[config.mk]
export PLATFORM = sky130hd
export DESIGN_NAME = mod_counter
export DESIGN_NICKNAME = d
export VERILOG_FILES = /design/src/rtl/mod_counter.sv
export SDC_FILE = /design/constraint.sdc
export NUM_CORES = 1
export LEC_CHECK = 0
export BUFFER_PORTS_ARGS = -buffer_cell sky130_fd_sc_hd__buf_2
export CORE_ASPECT_RATIO = 1.5
export CORE_MARGIN = 5
export CORE_UTILIZATION = 40
export CTS_CLUSTER_DIAMETER = 60
export DETAILED_ROUTE_END_ITERATION = 7
export GPL_TIMING_DRIVEN = 0
export PLACE_DENSITY = 0.67
export RECOVER_POWER = 100
export SLEW_MARGIN = 30
export SYNTH_ARGS = -nofsm -noshare
export SYNTH_HDL_FRONTEND = slang
export SYNTH_SLANG_ARGS = --single-unit
[constraint.sdc]
create_clock -name clock -period 2.1 [get_ports clock]
set_clock_uncertainty 0.05 [all_clocks]
set_input_delay 0 -clock clock [delete_from_list [all_inputs] [get_ports clock]]
set_output_delay 0 -clock clock [all_outputs]
set_load 0.03 [all_outputs]
[src/rtl/mod_counter.sv]
// Modulo up/down counter with wrap/saturate limits, synchronous clear/load,
// terminal pulse and sticky overflow. Define MOD_COUNTER_PRESCALE_EN to add the step prescaler.
module mod_counter #(
    parameter int unsigned WIDTH    = 8,
    parameter int unsigned MODULUS  = 256,
    parameter int unsigned PRESCALE = 4
) (
    input  logic             clock,
    input  logic             reset,
    input  logic             enable,
    input  logic             up,
    input  logic             saturate,
    input  logic             clear,
    input  logic             load,
    input  logic [WIDTH-1:0] load_value,
    output logic [WIDTH-1:0] out,
    output logic             terminal,
    output logic             overflow
);

    // Extra bit keeps MODULUS-1 and the +/-1 arithmetic exact at MODULUS = 2^WIDTH.
    localparam logic [WIDTH:0] LP_MAX = (WIDTH+1)'(MODULUS - 1);

    logic [WIDTH-1:0] r_out;
    logic             r_term;
    logic             r_ovf;

    logic             w_tick;
    logic             w_step;
    logic             w_at_limit;
    logic [WIDTH:0]   w_cur;
    logic [WIDTH:0]   w_load_ext;
    logic [WIDTH-1:0] w_next;
    logic [WIDTH-1:0] w_load_clip;

`ifdef MOD_COUNTER_PRESCALE_EN
    localparam int unsigned          LP_DIV_W    = (PRESCALE > 1) ? $clog2(PRESCALE) : 1;
    localparam logic [LP_DIV_W-1:0]  LP_DIV_LAST = LP_DIV_W'(PRESCALE - 1);

    logic [LP_DIV_W-1:0] r_div;

    assign w_tick = (r_div == LP_DIV_LAST);

    always_ff @(posedge clock or negedge reset) begin
        if (!reset) begin
            r_div <= '0;
        end else if (clear || load) begin
            r_div <= '0;
        end else if (enable) begin
            r_div <= w_tick ? '0 : r_div + 1'b1;
        end
    end
`else
    assign w_tick = 1'b1;
`endif

    assign w_step = enable & w_tick;

    always_comb begin
        w_cur      = {1'b0, r_out};
        w_at_limit = up ? (w_cur == LP_MAX) : (w_cur == '0);
        w_next     = r_out;
        if (w_at_limit) begin
            if (!saturate) begin
                w_next = up ? '0 : WIDTH'(LP_MAX);
            end
        end else begin
            w_next = up ? WIDTH'(w_cur + 1'b1) : WIDTH'(w_cur - 1'b1);
        end

        w_load_ext  = {1'b0, load_value};
        w_load_clip = (w_load_ext > LP_MAX) ? WIDTH'(LP_MAX) : load_value;
    end

    always_ff @(posedge clock or negedge reset) begin
        if (!reset) begin
            r_out  <= '0;
            r_term <= 1'b0;
            r_ovf  <= 1'b0;
        end else if (clear) begin
            r_out  <= '0;
            r_term <= 1'b0;
            r_ovf  <= 1'b0;
        end else if (load) begin
            r_out  <= w_load_clip;
            r_term <= 1'b0;
        end else begin
            r_term <= 1'b0;
            if (w_step) begin
                r_out <= w_next;
                if (w_at_limit) begin
                    r_term <= 1'b1;
                    r_ovf  <= 1'b1;
                end
            end
        end
    end

    assign out      = r_out;
    assign terminal = r_term;
    assign overflow = r_ovf;

endmodule

==> flow_metrics.py <==
metrics = {
    "status": {
        "status": "completed",
    },
    "worst_setup_path": {
        "arrival_ps": 2120,
        "cp_max_fo": 5,
        "crit_cells": 5,
        "critical_path_class": "flop to flop",
        "path_delay_family": "compound AO/OA/AOI/OAI gates",
        "path_cells": "nor4_1 > nand4_1 > a211oi_2 > a221oi_1 > o31ai_1",
        "cpMaxStageDelayCell": "a211oi_2",
        "crit_path_end_kind": "flop",
        "reg2regPathDepth": 5,
        "crit_start": "out[7]",
        "critPathLaunchType": "flop",
        "cp.required_ps": 2230,
        "crit_end": "out[6]",
        "r2r-start": "out[7]",
        "r2r_end": "out[6]",
        "cp_num_buf_inv": 0,
        "r2r_slack_ps": 110,
        "slowest_delay_ps": 460,
    },
    "floorplan": {
        "core_sq_mm": 0.00203,
        "fp.dieH_microns": 66.3,
        "num_rows": 20,
        "die_x_microns": 47.5,
        "initial_utilization_pct": 41.7,
        "die-area_sq_mm": 0.00315,
        "io_pins": 25,
    },
    "flow_run": {
        "maxCapViolations": 0,
    },
    "grt": {
        "gr-total-overflow": 0,
        "grt_pass1_wl_microns": 3930,
        "antenna_found_initial": 0,
        "grt_pass1_vias": 941,
        "grt_use_total_pct": 16.7,
        "grt_max_degree": 11,
    },
    "clocking": {
        "htreeDepth": 1,
        "cts_tree": "yes",
        "clock_path_buffers": 2,
        "clk_latency_ps": 270,
        "clock_sinks": 10,
        "root_buffer": "clkbuf_4",
        "clk_pin_slew_ps": 70,
        "cts_buffers": 3,
    },
    "sta": {
        "tns_ps": 0,
        "final_max_slew_viol_count": 0,
        "period_share_pct": 95.0,
        "tightest_slew_ps": 586,
        "finalHoldViolations": 0,
        "fin_crit_ps": 1990,
        "grt_setup_unrepaired": "no",
        "whs_ps": 56.5,
        "max_slew_margin_pct": 60.9,
        "fmax_ghz": 0.501,
        "setup_viol": 0,
    },
    "synth": {
        "syn_nets": 116,
        "synthDistinctLibCells": 40,
        "synth-main-ff-cell": "dfrtp_1",
        "ys_seq_area_share_pct": 29.6,
        "syn_area_sq_um": 846,
        "synth_area_leader_cell": "dfrtp_1",
        "synthArstFlopShare_pct": 100,
        "synth_area_leaders": "dfrtp_1 (30%), ha_1 (8.9%), xnor2_1 (5.2%)",
        "yosysWarnings": 0,
        "synth_edf_count": 0,
        "netlist_instances": 94,
        "syn_area_per_cell_sq_um": 9.00,
        "synth_top_area_share_pct": 29.6,
        "ys_ff_latch": 10,
    },
    "cells_and_area": {
        "multi_input_area_sq_um": 581,
        "final_core_util_pct": 54.7,
        "seq_area_sq_um": 251,
        "num-fill-cells": 202,
        "antenna_cells": 0,
        "mostFrequentLayoutCell": "buf_2",
        "layout-drive-gt1-share_pct": 19.2,
        "fin_nets": 153,
        "layout_common_cells": "buf_2 (13), clkbuf_1 (12), dfrtp_1 (9)",
        "stdcell_count": 152,
        "syn_to_final_growth_pct": 31.1,
        "final_area_sq_mm": 0.00111,
    },
    "placement": {
        "placed_area_sq_um": 993,
        "port_buffers": 24,
        "gp_congestion": 0.816,
        "hpwlAfterDp_microns": 1850,
        "place_inst": 140,
    },
    "power": {
        "irDropWorstVdd_mv": 0.524,
        "leakagePower_uw": 0.000489,
        "powerDensity_mw_per_mm2": 621,
    },
    "detailed_routing": {
        "antenna_left": 0,
        "wl_per_cell_microns": 15.8,
        "dr.pass1.iters": 4,
        "viasPerCell": 6.05,
        "vias": 919,
        "drt_iter0_markers": 35,
        "drc": 0,
        "drt-total-wl_microns": 2400,
    },
    "min_path": {
        "hp-class": "primary input to flop",
        "worstHoldPathCells": 3,
    },
}
==> report_power, final <==
| group | internal, uW | total, uW | switching [uW] |
|---|---|---|---|
| logic | 113 | 275 | 162 |
| registers | 209 | 236 | 26.8 |
| clock network | 105 | 178 | 72.4 |
==> final cells by class <==
class                      instances  area share (%)
clock buffer                       4            3.27
inverter                           6            2.03
timing repair buffer              32            16.8
buffer                             1           0.339
multi-input combinational         77            52.4
tap                               22            2.48
sequential                        10            22.7
==> what timing repair did <==
action / in CTS / in global routing
gates resized for setup: 0 / 4
setup buffers: 0 / 0
hold buffers: 8 / 0
endpoints found under the setup margin: 0 / 2
endpoints found under the hold margin: 18 / 0
==> how the worst min path moves through the flow <==
stage	start	to	slack, ps
global route	load	terminal	70
floorplan	reset	out[0]	-350
CTS	load	terminal	50
global placement	reset	out[6]	-170
detailed placement	reset	out[6]	-170
finish	load	terminal	60
==> worst reg2reg max path, delay by kind of cell, from the launching register on <==
kind,cells,cell delay (ps)
AOI/OAI and AO/OA,3,730
and+or+nand+nor,2,690
DFF,1,450
==> metal layers <==
| layer | track usage, % | wire length (microns) | up-vias |
|---|---|---|---|
| met4 | 8.08 | 82 | 0 |
| met2 | 28.7 | 1180 | 46 |
| li1 | - | - | 433 |
| met1 | 19.3 | 957 | 429 |
| met3 | 1.91 | 179 | 11 |
| met5 | 0 | 0 | - |
==> registers in the layout, summed over array words and instances, names as in the netlist <==
signal and count:
out 8, overflow 1, terminal 1
==> through the flow <==
step / setup WS [ps] / total power [uW]
final: 105 / 689
after global routing: 26.7 / 730
after CTS: 29.2 / 688
after detailed placement: 37.3 / 496
after global placement: 65.4 / 490
after floorplan: 100 / 417
==> Yosys cell counts, drive strengths merged (2+ instances only) <==
master,instances
nand2,6
nor2,5
ha,6
nor3,2
o31ai,3
nand2b,2
dfrtp,10
a211oi,2
nand4,2
nand3,3
nand3b,2
o22ai,2
or2,2
xor2,2
a21oi,7
nor3b,2
o311ai,2
a221oi,3
a221o,2
inv,6
xnor2,5
and3,2
==> logic make-up after synthesis <==
kind of cell,count (synthesis),synth area share [%]
compound gates,30,27.1
xor+xnor,7,7.25
fa+ha+maj,7,11.2
buf+inv,7,3.11
flops,10,29.6
mux,1,1.18
simple gates,32,20.6
No activity file was read; power rests on OpenSTA's default activity.
